## config.mk

```make
export PLATFORM = sky130hd
export DESIGN_NAME = uart_speed_receiver_flat
export DESIGN_NICKNAME = d
export VERILOG_FILES = /design/src/rtl/uart_speed_receiver_if.sv /design/src/rtl/uart_speed_receiver.sv /design/src/flat_wrapper.sv
export SDC_FILE = /design/constraint.sdc
export NUM_CORES = 1
export LEC_CHECK = 0
export BUFFER_PORTS_ARGS = -buffer_cell sky130_fd_sc_hd__buf_2
export CAP_MARGIN = 30
export CORE_ASPECT_RATIO = 1.4
export CORE_MARGIN = 2
export CORE_UTILIZATION = 53
export CTS_BUF_LIST = sky130_fd_sc_hd__clkbuf_2 sky130_fd_sc_hd__clkbuf_4 sky130_fd_sc_hd__clkbuf_8
export DETAILED_ROUTE_END_ITERATION = 12
export GPL_TIMING_DRIVEN = 0
export HOLD_SLACK_MARGIN = 0.06
export PLACE_DENSITY = 0.77
export SYNTH_ARGS = -nofsm -noshare
export SYNTH_HDL_FRONTEND = slang
export SYNTH_SLANG_ARGS = --single-unit
```

## constraint.sdc

```tcl
create_clock -name clk -period 1.8 [get_ports clk]
set_clock_uncertainty 0.15 [all_clocks]
set_input_delay 0.18 -clock clk [delete_from_list [all_inputs] [get_ports clk]]
set_output_delay 0.18 -clock clk [all_outputs]
set_load 0.05 [all_outputs]
```

## src/rtl/uart_speed_receiver_if.sv

```systemverilog
// Result bundle of the speed-report UART receiver: byte stream plus reassembled speed records.
// The receiver drives the master side; a host-side consumer uses the slave side.
interface uart_speed_receiver_if #(
  parameter int unsigned DataSize   = 8,
  parameter int unsigned WidthSpeed = 14
);
  logic [DataSize-1:0]   rx_data;
  logic                  rx_valid;
  logic                  frame_error;
  logic [WidthSpeed-1:0] speed;
  logic                  speed_valid;
  logic                  sync_error;

  modport master (
    output rx_data,
    output rx_valid,
    output frame_error,
    output speed,
    output speed_valid,
    output sync_error
  );

  modport slave (
    input rx_data,
    input rx_valid,
    input frame_error,
    input speed,
    input speed_valid,
    input sync_error
  );
endinterface

```

## src/rtl/uart_speed_receiver.sv

```systemverilog
// Oversampling 8N1 UART receiver that reassembles two-byte speed records
// ({2'b10, speed[13:8]} then speed[7:0]) and strobes each new speed for one clock.
module uart_speed_receiver #(
  parameter int unsigned SysFreq    = 500000,
  parameter int unsigned BaudRate   = 11500,
  parameter int unsigned Sample     = 16,
  parameter int unsigned BaudDvsr   = SysFreq / (Sample * BaudRate),
  parameter int unsigned DataSize   = 8,
  parameter int unsigned WidthSpeed = 14
) (
  input  logic                  clk,
  input  logic                  reset_n,
  input  logic                  serial_data_in,
  uart_speed_receiver_if.master rx_if
);

  localparam int unsigned CntW = (BaudDvsr > 1) ? $clog2(BaudDvsr) : 1;
  localparam int unsigned SW   = $clog2(Sample);
  localparam int unsigned NW   = $clog2(DataSize + 1);
  localparam int unsigned HiW  = 6;

  typedef enum logic [2:0] {StIdle, StStart, StData, StStop, StBreak} rx_state_e;
  typedef enum logic [0:0] {AsmHdr, AsmLow} asm_state_e;

  // Input synchronizer, idle-high
  logic sync1_q, sync2_q;
  logic line;

  always_ff @(posedge clk) begin
    if (reset_n) begin
      sync1_q <= 1'b1;
      sync2_q <= 1'b1;
    end else begin
      sync1_q <= serial_data_in;
      sync2_q <= sync1_q;
    end
  end

  assign line = sync2_q;

  // Free-running oversample tick
  logic [CntW-1:0] cnt_q, cnt_d;
  logic            tick;

  always_comb begin
    tick  = (cnt_q == CntW'(BaudDvsr - 1));
    cnt_d = tick ? '0 : cnt_q + 1'b1;
  end

  always_ff @(posedge clk) begin
    if (reset_n) cnt_q <= '0;
    else         cnt_q <= cnt_d;
  end

  // Byte receiver
  rx_state_e           rx_state_q, rx_state_d;
  logic [SW-1:0]       s_q, s_d;
  logic [NW-1:0]       n_q, n_d;
  logic [DataSize-1:0] shreg_q, shreg_d;
  logic [DataSize-1:0] rx_data_q, rx_data_d;
  logic                rx_valid_q, rx_valid_d;
  logic                frame_error_q, frame_error_d;

  always_comb begin
    rx_state_d    = rx_state_q;
    s_d           = s_q;
    n_d           = n_q;
    shreg_d       = shreg_q;
    rx_data_d     = rx_data_q;
    rx_valid_d    = 1'b0;
    frame_error_d = 1'b0;
    unique case (rx_state_q)
      StIdle: begin
        if (!line) begin
          rx_state_d = StStart;
          s_d        = '0;
        end
      end
      StStart: begin
        if (tick) begin
          if (s_q == SW'(Sample / 2 - 1)) begin
            // Still low at mid start bit: a real frame, not a glitch
            if (!line) begin
              rx_state_d = StData;
              s_d        = '0;
              n_d        = '0;
            end else begin
              rx_state_d = StIdle;
            end
          end else begin
            s_d = s_q + 1'b1;
          end
        end
      end
      StData: begin
        if (tick) begin
          if (s_q == SW'(Sample - 1)) begin
            s_d     = '0;
            shreg_d = {line, shreg_q[DataSize-1:1]};
            n_d     = n_q + 1'b1;
            if (n_q == NW'(DataSize - 1)) rx_state_d = StStop;
          end else begin
            s_d = s_q + 1'b1;
          end
        end
      end
      StStop: begin
        if (tick) begin
          if (s_q == SW'(Sample - 1)) begin
            if (line) begin
              rx_data_d  = shreg_q;
              rx_valid_d = 1'b1;
              rx_state_d = StIdle;
            end else begin
              frame_error_d = 1'b1;
              rx_state_d    = StBreak;
            end
          end else begin
            s_d = s_q + 1'b1;
          end
        end
      end
      StBreak: begin
        // A line held low must return high before another start is accepted
        if (line) rx_state_d = StIdle;
      end
      default: rx_state_d = StIdle;
    endcase
  end

  always_ff @(posedge clk) begin
    if (reset_n) begin
      rx_state_q    <= StIdle;
      s_q           <= '0;
      n_q           <= '0;
      shreg_q       <= '0;
      rx_data_q     <= '0;
      rx_valid_q    <= 1'b0;
      frame_error_q <= 1'b0;
    end else begin
      rx_state_q    <= rx_state_d;
      s_q           <= s_d;
      n_q           <= n_d;
      shreg_q       <= shreg_d;
      rx_data_q     <= rx_data_d;
      rx_valid_q    <= rx_valid_d;
      frame_error_q <= frame_error_d;
    end
  end

  // Speed record assembler
  asm_state_e            asm_q, asm_d;
  logic [HiW-1:0]        hi_q, hi_d;
  logic [WidthSpeed-1:0] speed_q, speed_d;
  logic                  speed_valid_q, speed_valid_d;
  logic                  sync_error_q, sync_error_d;

  always_comb begin
    asm_d         = asm_q;
    hi_d          = hi_q;
    speed_d       = speed_q;
    speed_valid_d = 1'b0;
    sync_error_d  = 1'b0;
    unique case (asm_q)
      AsmHdr: begin
        if (rx_valid_q) begin
          if (rx_data_q[DataSize-1 -: 2] == 2'b10) begin
            hi_d  = rx_data_q[HiW-1:0];
            asm_d = AsmLow;
          end else begin
            sync_error_d = 1'b1;
          end
        end
      end
      AsmLow: begin
        if (rx_valid_q) begin
          speed_d       = WidthSpeed'({hi_q, rx_data_q});
          speed_valid_d = 1'b1;
          asm_d         = AsmHdr;
        end else if (frame_error_q) begin
          asm_d = AsmHdr;
        end
      end
      default: asm_d = AsmHdr;
    endcase
  end

  always_ff @(posedge clk) begin
    if (reset_n) begin
      asm_q         <= AsmHdr;
      hi_q          <= '0;
      speed_q       <= '0;
      speed_valid_q <= 1'b0;
      sync_error_q  <= 1'b0;
    end else begin
      asm_q         <= asm_d;
      hi_q          <= hi_d;
      speed_q       <= speed_d;
      speed_valid_q <= speed_valid_d;
      sync_error_q  <= sync_error_d;
    end
  end

  assign rx_if.rx_data     = rx_data_q;
  assign rx_if.rx_valid    = rx_valid_q;
  assign rx_if.frame_error = frame_error_q;
  assign rx_if.speed       = speed_q;
  assign rx_if.speed_valid = speed_valid_q;
  assign rx_if.sync_error  = sync_error_q;

endmodule

```

## src/flat_wrapper.sv

```systemverilog
// flat-port wrapper written by rule: the top's interface ports become plain ports
module uart_speed_receiver_flat 
#(
  parameter int unsigned SysFreq    = 500000,
  parameter int unsigned BaudRate   = 11500,
  parameter int unsigned Sample     = 16,
  parameter int unsigned BaudDvsr   = SysFreq / (Sample * BaudRate),
  parameter int unsigned DataSize   = 8,
  parameter int unsigned WidthSpeed = 14
)
  (clk, reset_n, serial_data_in, rx_if_rx_data, rx_if_rx_valid, rx_if_frame_error, rx_if_speed, rx_if_speed_valid, rx_if_sync_error);
  uart_speed_receiver_if #(.DataSize(DataSize), .WidthSpeed(WidthSpeed)) rx_if_i ();
  input  logic clk;
  input  logic reset_n;
  input  logic serial_data_in;
  output wire logic [$bits(rx_if_i.rx_data)-1:0] rx_if_rx_data;
  output wire logic [$bits(rx_if_i.rx_valid)-1:0] rx_if_rx_valid;
  output wire logic [$bits(rx_if_i.frame_error)-1:0] rx_if_frame_error;
  output wire logic [$bits(rx_if_i.speed)-1:0] rx_if_speed;
  output wire logic [$bits(rx_if_i.speed_valid)-1:0] rx_if_speed_valid;
  output wire logic [$bits(rx_if_i.sync_error)-1:0] rx_if_sync_error;
  assign rx_if_rx_data = rx_if_i.rx_data;
  assign rx_if_rx_valid = rx_if_i.rx_valid;
  assign rx_if_frame_error = rx_if_i.frame_error;
  assign rx_if_speed = rx_if_i.speed;
  assign rx_if_speed_valid = rx_if_i.speed_valid;
  assign rx_if_sync_error = rx_if_i.sync_error;
  uart_speed_receiver #(.SysFreq(SysFreq), .BaudRate(BaudRate), .Sample(Sample), .BaudDvsr(BaudDvsr), .DataSize(DataSize), .WidthSpeed(WidthSpeed)) u_core (.clk(clk), .reset_n(reset_n), .serial_data_in(serial_data_in), .rx_if(rx_if_i));
endmodule
```

==> results of run 1 <==
[final cells by class]
class                      instances  area [um^2]
fill                             353         1380
sequential                        55         1110
multi-input combinational        179         1070
timing repair buffer              30          173
clock buffer                       6         82.6
buffer                            13         55.1
tap                               43         53.8
clock inverter                     2         16.3
inverter                           3         11.3
[flip-flops by register name (all words and copies together) (netlist names)]
name / count
u_core.n_q: 4
u_core.rx_if.speed_valid: 1
u_core.rx_if.rx_data: 8
u_core.asm_q: 1
u_core.rx_state_q: 3
u_core.s_q: 4
u_core.hi_q: 6
u_core.cnt_q: 1
u_core.rx_if.sync_error: 1
u_core.shreg_q: 8
u_core.line: 1
u_core.rx_if.rx_valid: 1
u_core.rx_if.speed: 14
u_core.sync1_q: 1
u_core.rx_if.frame_error: 1
[placed cells by master (no fill, tap or decap), drive strengths merged, types with 3 or more instances in the layout]
| cell | count |
|---|---|
| and2 | 4 |
| o211ai | 3 |
| nand3b | 3 |
| dfxtp | 55 |
| buf | 33 |
| inv | 3 |
| mux2i | 16 |
| nor2 | 22 |
| clkbuf | 15 |
| a21oi | 28 |
| nand3 | 4 |
| nor3 | 5 |
| nand2 | 53 |
| o21ai | 5 |
| or2 | 3 |
[repair_timing]
action | in CTS | in global routing
resized for setup | 8 | 10
hold buffers | 1 | 0
setup buffers | 2 | 0
pin swaps | 2 | 3
setup endpoints to repair | 22 | 18
endpoints found under the hold margin | 1 | 0
[power by group through the flow]
stage	Combinational, uW	Sequential (uW)	Clock [uW]
detailed placement	207	1290	0
global placement	204	1290	0
finish	227	1270	728
CTS	214	1260	732
global route	248	1270	793
floorplan	165	1280	0
[logic make-up (layout without fill, tap and decap cells)]
| kind of cell | after synthesis | in the layout | synth area share |
|---|---|---|---|
| compound gates | 46 | 46 | 0.126 |
| xor+xnor | 2 | 2 | 0.00797 |
| fa+ha+maj | 2 | 2 | 0.0114 |
| buf+inv | 17 | 54 | 0.0302 |
| flops | 55 | 55 | 0.501 |
| mux | 17 | 17 | 0.0780 |
| simple gates | 112 | 112 | 0.245 |
[critical path, stage by stage (launching register included)]
cell	delay (ns)
dfxtp_2	0.34
or4b_1	0.51
a211o_1	0.38
or2_1	0.23
a21oi_1	0.11
[per-layer routing]
layer / wire length (um) / up-vias / track usage
met4: 84 / 0 / 0.0884
met2: 2470 / 43 / 0.400
met5: 0 / - / 0
li1: - / 934 / -
met1: 1970 / 833 / 0.229
met3: 143 / 7 / 0.0354
[metrics by stage]
stage	setup TNS, ns	power [uW]	instance area, um^2	setup WS (ns)	utilization
3_3_place_gp	-1.59	1490	2390	-0.149	0.604
5_1_grt	-0.117	2310	2570	-0.0609	0.650
6_report	0	2220	2570	0.0140	0.650
4_1_cts	0	2210	2540	0.00672	0.643
3_5_place_dp	-1.94	1500	2390	-0.181	0.604
2_1_floorplan	0	1450	2200	0.0724	-
[final timing paths]
kind / from / end / cells after the start
setup / recovery: u_core.rx_state_q[1]$_SDFFE_PP0P_ / u_core.n_q[1]$_SDFFE_PP0P_ / 4
hold reg to reg: u_core.sync1_q$_SDFF_PP1_ / u_core.line$_SDFF_PP1_ / 1
setup reg to reg: u_core.rx_state_q[1]$_SDFFE_PP0P_ / u_core.n_q[1]$_SDFFE_PP0P_ / 4
hold / removal: reset_n / u_core.rx_state_q[2]$_SDFFE_PP0P_ / 3
==> flow_metrics.env, run 1 <==
export IMPL_synth_yosys_seq_area_share=0.501
export IMPL_detail_route_iter0_violations=79
export IMPL_cts_root_buffer_cell="clkbuf_8"
export IMPL_drc_errors=0
export IMPL_place_congestion=0.893
export IMPL_reg2reg_setup_slack_ns=0.01
export IMPL_worst_path_max_fanout=5
export IMPL_worst_slew_pin_slew_ns=0.511
export IMPL_place_detailed_instances=321
export IMPL_synthesis_yosys_warnings=0
export IMPL_via_count=1817
export IMPL_per_cell_routed_wire_length_um=14.1
export IMPL_vdd_drop_max_v=0.000695
export IMPL_io_pin_count=29
export IMPL_synthesis_instances=251
export IMPL_status="complete, no violations"
export IMPL_synth_edff_count=0
export IMPL_finalCritPeriodShare=0.992
export IMPL_areaGrowthSynthToFinish_pct=16.9
export IMPL_routed_via_density=5.49
export IMPL_cts_sinks=55
export IMPL_cts_buffers=5
export IMPL_grt_max_degree=18
export IMPL_maxClockFrequency_mhz=560
export IMPL_power_share_combinational=0.102
export IMPL_place_hpwl_um=3350
export IMPL_finalSetupViolations=0
export IMPL_core_um2=3950
export IMPL_grt_pass1_vias=1682
export IMPL_worst_ep_required_time_ns=1.90
export IMPL_synthesis_area_per_instance_um2=8.75
export IMPL_synthTopCellsByCount="dfxtp_1, nand2_1, a21oi_1"
export IMPL_antenna_found_initial=0
export IMPL_cap_viol_max_count=0
export IMPL_die_w_um=58.4
export IMPL_crit_type="register to register"
export IMPL_synth_main_ff_cell="dfxtp_1"
export IMPL_postSynthNetCount=256
export IMPL_antenna_cells=0
export IMPL_pwr_share_seq=0.570
export IMPL_synthArstFlopShare=0
export IMPL_hp_class="input pin to register"
export IMPL_power_net_switching_uw=574
export IMPL_grt_pass1_wl_um=7670
export IMPL_route_antenna_remaining_nets=0
export IMPL_final_max_tran_viols=0
export IMPL_drt_total_wl_um=4660
export IMPL_die_height_um=80.2
export IMPL_worst_setup_path_start_kind="register"
export IMPL_fin_crit_ns=1.79
export IMPL_numPortBuffers=27
export IMPL_drt_pass1_iterations=4
export IMPL_power_switching_share=0.258
export IMPL_yosys_register_bits=55
export IMPL_synth_lib_cells_used_distinct=43
export IMPL_ys_top_cells_by_area="dfxtp_1, nand2_1, mux2i_1"
export IMPL_power_leakage_uw=0.000975
export IMPL_clk_transition_reported_paths_ns=0.10
export IMPL_internal_cell_power_uw=1650
export IMPL_synth_area_um2=2200
export IMPL_worst_slew_margin_relative_to_its_limit=0.660
export IMPL_drive_above_1_share=0.188
export IMPL_clockPowerShare=0.328
export IMPL_rows=27
export IMPL_die_outline_area_um2=4680
export IMPL_cts_tree="done"
export IMPL_synth_top_cell_area_share=0.501
export IMPL_setup_repair_after_global_routing_missed_its_margin="yes"
export IMPL_initial_core_util=0.556
export IMPL_worstPathArrival_ns=1.88
export IMPL_h_tree_depth=2
export IMPL_post_layout_nonfiller_instances=331
export IMPL_final_net_count=292
export IMPL_gr_usage_all_layers=0.214
export IMPL_hold_viol_final=0
export IMPL_synth_top_cell_by_area="dfxtp_1"
export IMPL_clock_latency_ns=0.31
export IMPL_whs_ns=0.263
export IMPL_cts_buffer_depth=2
export IMPL_cellPowerDensity_nw_per_um2=865
export IMPL_grt_overflow=0
export IMPL_setup_worst_path_end_class="register"
export IMPL_yosysMostFrequentCell="dfxtp_1"
No activity file was read; power rests on OpenSTA's default activity.
==> run 2, diff against run 1 <==
--- a/config.mk
+++ b/config.mk
@@ -5,7 +5,7 @@
 export SDC_FILE = /design/constraint.sdc
 export NUM_CORES = 1
 export LEC_CHECK = 0
-export BUFFER_PORTS_ARGS = -buffer_cell sky130_fd_sc_hd__buf_2
+export BUFFER_PORTS_ARGS = -buffer_cell sky130_fd_sc_hd__buf_4
 export CAP_MARGIN = 30
 export CORE_ASPECT_RATIO = 1.4
 export CORE_MARGIN = 2
@@ -15,6 +15,7 @@
 export GPL_TIMING_DRIVEN = 0
 export HOLD_SLACK_MARGIN = 0.06
 export PLACE_DENSITY = 0.77
+export RECOVER_POWER = 100
 export SYNTH_ARGS = -nofsm -noshare
 export SYNTH_HDL_FRONTEND = slang
 export SYNTH_SLANG_ARGS = --single-unit
==> flow_metrics.env, run 2 (synthesis results as in run 1) <==
export IMPL_maxClockFrequency_mhz=559
export IMPL_worstPathArrival_ns=1.87
export IMPL_grt_pass1_vias=1738
export IMPL_detail_route_iter0_violations=97
export IMPL_routed_via_density=5.53
export IMPL_die_w_um=58.4
export IMPL_final_net_count=293
export IMPL_final_cell_area_um2=2550
export IMPL_worst_path_max_fanout=5
export IMPL_layout_commonest_cell="nand2_1"
export IMPL_clk_transition_reported_paths_ns=0.09
export IMPL_finalCritPeriodShare=0.994
export IMPL_antenna_cells=0
export IMPL_cts_buffer_depth=2
export IMPL_post_layout_nonfiller_instances=332
export IMPL_cap_viol_max_count=0
export IMPL_setup_worst_path_end_class="register"
export IMPL_cts_root_buffer_cell="clkbuf_8"
export IMPL_hold_viol_final=0
export IMPL_crit_path_cell_trace="or4b_4 -> a211o_4 -> or2_0 -> a21oi_1"
export IMPL_drt_total_wl_um=4790
export IMPL_finalSetupViolations=0
export IMPL_place_detailed_instances=321
export IMPL_grt_max_degree=18
export IMPL_clock_latency_ns=0.30
export IMPL_antenna_found_initial=0
export IMPL_numPortBuffers=27
export IMPL_areaGrowthSynthToFinish_pct=16.3
export IMPL_die_outline_area_um2=4680
export IMPL_die_height_um=80.2
export IMPL_cts_tree="done"
export IMPL_power_switching_share=0.250
export IMPL_gr_usage_all_layers=0.214
export IMPL_place_hpwl_um=3360
export IMPL_power_share_combinational=0.104
export IMPL_power_net_switching_uw=550
export IMPL_cellPowerDensity_nw_per_um2=861
export IMPL_place_congestion=0.843
export IMPL_drive_above_1_share=0.118
export IMPL_initial_core_util=0.556
export IMPL_critical_path_n_buffers_inverters=0
export IMPL_placement_cell_area_um2=2450
export IMPL_drt_pass1_iterations=4
export IMPL_grt_overflow=0
export IMPL_internal_cell_power_uw=1650
export IMPL_cts_sinks=55
export IMPL_slowest_stage="or4b_4"
export IMPL_worst_slew_margin_relative_to_its_limit=0.599
export IMPL_drc_errors=0
export IMPL_finish_utilization=0.646
export IMPL_clockPowerShare=0.321
export IMPL_per_cell_routed_wire_length_um=14.4
export IMPL_largest_reg_flops=14
export IMPL_core_um2=3950
export IMPL_crit_path_max_incr_delay_ns=0.52
export IMPL_worst_setup_path_start_kind="register"
export IMPL_crit_type="register to register"
export IMPL_whs_ns=0.263
export IMPL_worst_ep_required_time_ns=1.88
export IMPL_pwr_share_seq=0.575
export IMPL_h_tree_depth=2
export IMPL_grt_pass1_wl_um=7760
export IMPL_worst_path_dominant_cell_family="simple AND/OR/NAND/NOR gates"
export IMPL_post_layout_total_power_uw=2200
export IMPL_hp_class="input pin to register"
export IMPL_mostFrequentLayoutCells="nand2_1, dfxtp_1, clkbuf_1, a21oi_1, nor2_1"
export IMPL_status="complete, no violations"
export IMPL_power_leakage_uw=0.000868
export IMPL_io_pin_count=29
export IMPL_setup_repair_after_global_routing_missed_its_margin="yes"
export IMPL_worst_slew_pin_slew_ns=0.604
export IMPL_route_antenna_remaining_nets=0
export IMPL_vdd_drop_max_v=0.000690
export IMPL_final_max_tran_viols=0
export IMPL_cts_buffers=5
export IMPL_via_count=1836
export IMPL_rows=27
export IMPL_fin_crit_ns=1.79
## run 2: cell type report
class,instances,area [um^2]
fill,368,1400
tap,43,53.8
clock inverter,2,16.3
inverter,3,11.3
timing repair buffer,31,150
multi-input combinational,179,1070
clock buffer,6,82.6
buffer,13,55.1
sequential,55,1110
## run 2: per-stage QoR
| step | worst slack, ns | setup TNS [ns] |
|---|---|---|
| finish | 0.0102 | 0 |
| global route | -0.0303 | -0.0593 |
| CTS | 0.0287 | 0 |
| detailed placement | -0.171 | -2.03 |
| global placement | -0.148 | -1.38 |
| floorplan | 0.0724 | 0 |
## run 2: repair_timing
item	4_1_cts	5_1_grt
endpoints found under the hold margin	1	0
gates cloned	0	0
pin swaps	2	4
hold buffers	1	0
endpoints found under the setup margin	23	14
gates resized for setup	10	10
setup buffers	3	0
## run 2: final timing paths
check                                 startpoint                                   to  slack, ns  cells after the start
min                                      reset_n    u_core.rx_state_q[1]$_SDFFE_PP0P_       0.26                      4
min reg2reg  u_core.rx_if.speed[13]$_SDFFE_PP0P_  u_core.rx_if.speed[13]$_SDFFE_PP0P_       0.30                      2
max                       u_core.line$_SDFF_PP1_           u_core.n_q[1]$_SDFFE_PP0P_       0.01                      4
max reg2reg               u_core.line$_SDFF_PP1_           u_core.n_q[1]$_SDFFE_PP0P_       0.01                      4
## run 2: per-layer routing
layer,global-route usage,up-vias,routed length [um],part of all wire
li1,-,931,-,-
met1,0.208,867,1880,0.39
met2,0.429,34,2680,0.56
met3,0.0306,4,163,0.034
met4,0.0860,0,59,0.012
met5,0,-,0,0
## run 2: worst reg2reg max path, stage by stage (launching register included)
cell and delay, ns:
dfxtp_4 0.36, or4b_4 0.52, a211o_4 0.38, or2_0 0.21
a21oi_1 0.11
## run 2: power groups by stage
stage / Sequential [uW] / Combinational, uW / Clock (uW)
after global placement: 1290 / 204 / 0
after floorplan: 1280 / 165 / 0
after CTS: 1260 / 219 / 730
after detailed placement: 1290 / 205 / 0
final: 1270 / 228 / 706
after global routing: 1270 / 250 / 773
==> run 3, diff against run 2 <==
--- a/config.mk
+++ b/config.mk
@@ -9,13 +9,14 @@
 export CAP_MARGIN = 30
 export CORE_ASPECT_RATIO = 1.4
 export CORE_MARGIN = 2
-export CORE_UTILIZATION = 53
+export CORE_UTILIZATION = 46
 export CTS_BUF_LIST = sky130_fd_sc_hd__clkbuf_2 sky130_fd_sc_hd__clkbuf_4 sky130_fd_sc_hd__clkbuf_8
 export DETAILED_ROUTE_END_ITERATION = 12
 export GPL_TIMING_DRIVEN = 0
 export HOLD_SLACK_MARGIN = 0.06
-export PLACE_DENSITY = 0.77
+export PLACE_DENSITY = 0.68
 export RECOVER_POWER = 100
+export SETUP_SLACK_MARGIN = 0.3
 export SYNTH_ARGS = -nofsm -noshare
 export SYNTH_HDL_FRONTEND = slang
 export SYNTH_SLANG_ARGS = --single-unit
==> flow_metrics.env, run 3 (synthesis results as in run 1) <==
export IMPL_power_leakage_uw=0.000953
export IMPL_route_antenna_remaining_nets=0
export IMPL_fillerInstances=428
export IMPL_power_share_combinational=0.128
export IMPL_routed_via_density=5.16
export IMPL_clk_transition_reported_paths_ns=0.10
export IMPL_worst_slew_margin_relative_to_its_limit=0.597
export IMPL_hp_class="register to register"
export IMPL_crit_path_cell_trace="or4b_1 -> a211o_1 -> buf_4 -> mux2i_1 -> nor2_1"
export IMPL_numPortBuffers=27
export IMPL_antenna_cells=0
export IMPL_cap_viol_max_count=0
export IMPL_grt_pass1_wl_um=8160
export IMPL_mostFrequentLayoutCells="nand2_1, dfxtp_1, clkbuf_1, a21oi_1, nor2_1"
export IMPL_vdd_drop_max_v=0.000567
export IMPL_detailed_routing_wirelength_on_met1_um=2050
export IMPL_cts_sinks=55
export IMPL_cellPowerDensity_nw_per_um2=873
export IMPL_grt_max_degree=19
export IMPL_worstPathArrival_ns=1.85
export IMPL_topRoutingLayerUsed="met4"
export IMPL_final_net_count=301
export IMPL_finalSetupViolations=0
export IMPL_gr_usage_all_layers=0.192
export IMPL_h_tree_depth=2
export IMPL_slowest_stage="or4b_1"
export IMPL_routed_wl_met3_um=175
export IMPL_worst_slew_pin_slew_ns=0.607
export IMPL_pwr_share_seq=0.526
export IMPL_die_w_um=62.4
export IMPL_cts_root_buffer_cell="clkbuf_8"
export IMPL_finish_utilization=0.604
export IMPL_power_net_switching_uw=608
export IMPL_setup_worst_path_end_class="register"
export IMPL_whs_ns=0.272
export IMPL_final_max_tran_viols=0
export IMPL_setup_repair_after_global_routing_missed_its_margin="yes"
export IMPL_die_outline_area_um2=5350
export IMPL_per_cell_routed_wire_length_um=13.9
export IMPL_cts_tree="done"
export IMPL_place_congestion=0.883
export IMPL_fin_crit_ns=1.79
export IMPL_clockPowerShare=0.347
export IMPL_areaGrowthSynthToFinish_pct=25.7
export IMPL_internal_cell_power_uw=1800
export IMPL_worst_setup_path_start_kind="register"
export IMPL_hold_viol_final=0
export IMPL_drive_above_1_share=0.185
export IMPL_cts_buffers=5
export IMPL_detail_route_iter0_violations=97
export IMPL_initial_core_util=0.481
export IMPL_clock_latency_ns=0.31
export IMPL_crit_type="register to register"
export IMPL_largest_reg_flops=14
export IMPL_place_hpwl_um=3460
export IMPL_io_pin_count=29
export IMPL_layout_commonest_cell="nand2_1"
export IMPL_worst_ep_required_time_ns=1.86
export IMPL_antenna_found_initial=0
export IMPL_cts_buffer_depth=2
export IMPL_crit_path_max_incr_delay_ns=0.53
export IMPL_grt_pass1_vias=1729
export IMPL_core_um2=4570
export IMPL_status="complete, no violations"
export IMPL_finalCritPeriodShare=0.997
export IMPL_drt_pass1_iterations=5
export IMPL_maxClockFrequency_mhz=557
export IMPL_grt_overflow=0
export IMPL_drt_total_wl_um=5000
export IMPL_worst_path_max_fanout=4
export IMPL_rows=29
export IMPL_power_switching_share=0.252
export IMPL_die_height_um=85.8
export IMPL_drc_errors=0
export IMPL_via_count=1852
export IMPL_wl_met2_um=2650
run 3: cell count changes in the layout (fill, tap and decap cells not counted), moves of 2 or more:
cell,delta
buf_4,+3
dfxtp_2,+2
dfxtp_1,-4
dfxtp_4,+2
buf_2,-2
buf_6,+3
clkbuf_2,+5
clkbuf_1,-3
run 3: cell type report:
| class | count | area, um^2 | share of cell area |
|---|---|---|---|
| tap | 62 | 77.6 | 0.0281 |
| clock inverter | 3 | 46.3 | 0.0168 |
| inverter | 3 | 11.3 | 0.00408 |
| buffer | 14 | 85.1 | 0.0308 |
| sequential | 55 | 1120 | 0.406 |
| multi-input combinational | 179 | 1130 | 0.408 |
| timing repair buffer | 38 | 224 | 0.0811 |
| clock buffer | 5 | 68.8 | 0.0249 |
run 3: path summary, 6_finish.rpt:
path	cells past startpoint	end	slack, ns	start
hold / removal	1	u_core.line$_SDFF_PP1_	0.27	u_core.sync1_q$_SDFF_PP1_
hold reg to reg	1	u_core.line$_SDFF_PP1_	0.27	u_core.sync1_q$_SDFF_PP1_
setup / recovery	5	u_core.n_q[0]$_SDFFE_PP0P_	0.006	u_core.rx_state_q[1]$_SDFFE_PP0P_
setup reg to reg	5	u_core.n_q[0]$_SDFFE_PP0P_	0.006	u_core.rx_state_q[1]$_SDFFE_PP0P_
run 3: power by group through the flow:
stage	Clock, uW	Sequential, uW	Combinational (uW)
after floorplan	0	1280	187
after global routing	903	1270	330
after global placement	0	1290	230
after CTS	846	1270	251
after detailed placement	0	1290	231
final	837	1270	308
run 3: through the flow:
step                      cell area (um^2)  cells  total power (uW)  setup TNS [ns]  worst slack [ns]
after global placement                2530    340              1520               0            0.0174
after CTS                             2730    352              2360               0            0.0291
final                                 2760    359              2410               0           0.00577
after global routing                  2760    359              2500         -0.0899           -0.0350
after detailed placement              2530    340              1520               0           0.00448
after floorplan                       2250    251              1470               0             0.187
run 3: what timing repair did:
action                     4_1_cts  5_1_grt
setup endpoints to repair       37       43
resized for setup               12       22
hold endpoints to repair         1        0
gates cloned                     0        1
pin swaps                        3       11
setup buffers                    3        6
hold buffers                     1        0
run 3: per-layer routing:
metal | vias to the layer above | track usage
met5 | - | 0
met4 | 0 | 0.0869
met3 | 11 | 0.0262
met2 | 44 | 0.371
met1 | 851 | 0.204
li1 | 946 | -
run 3: critical path: cells and delay by family, from the launching register on:
family | cells | cell delay [ns]
compound gates | 1 | 0.36
buf+inv | 1 | 0.15
flops | 1 | 0.33
mux | 1 | 0.12
simple gates | 2 | 0.58
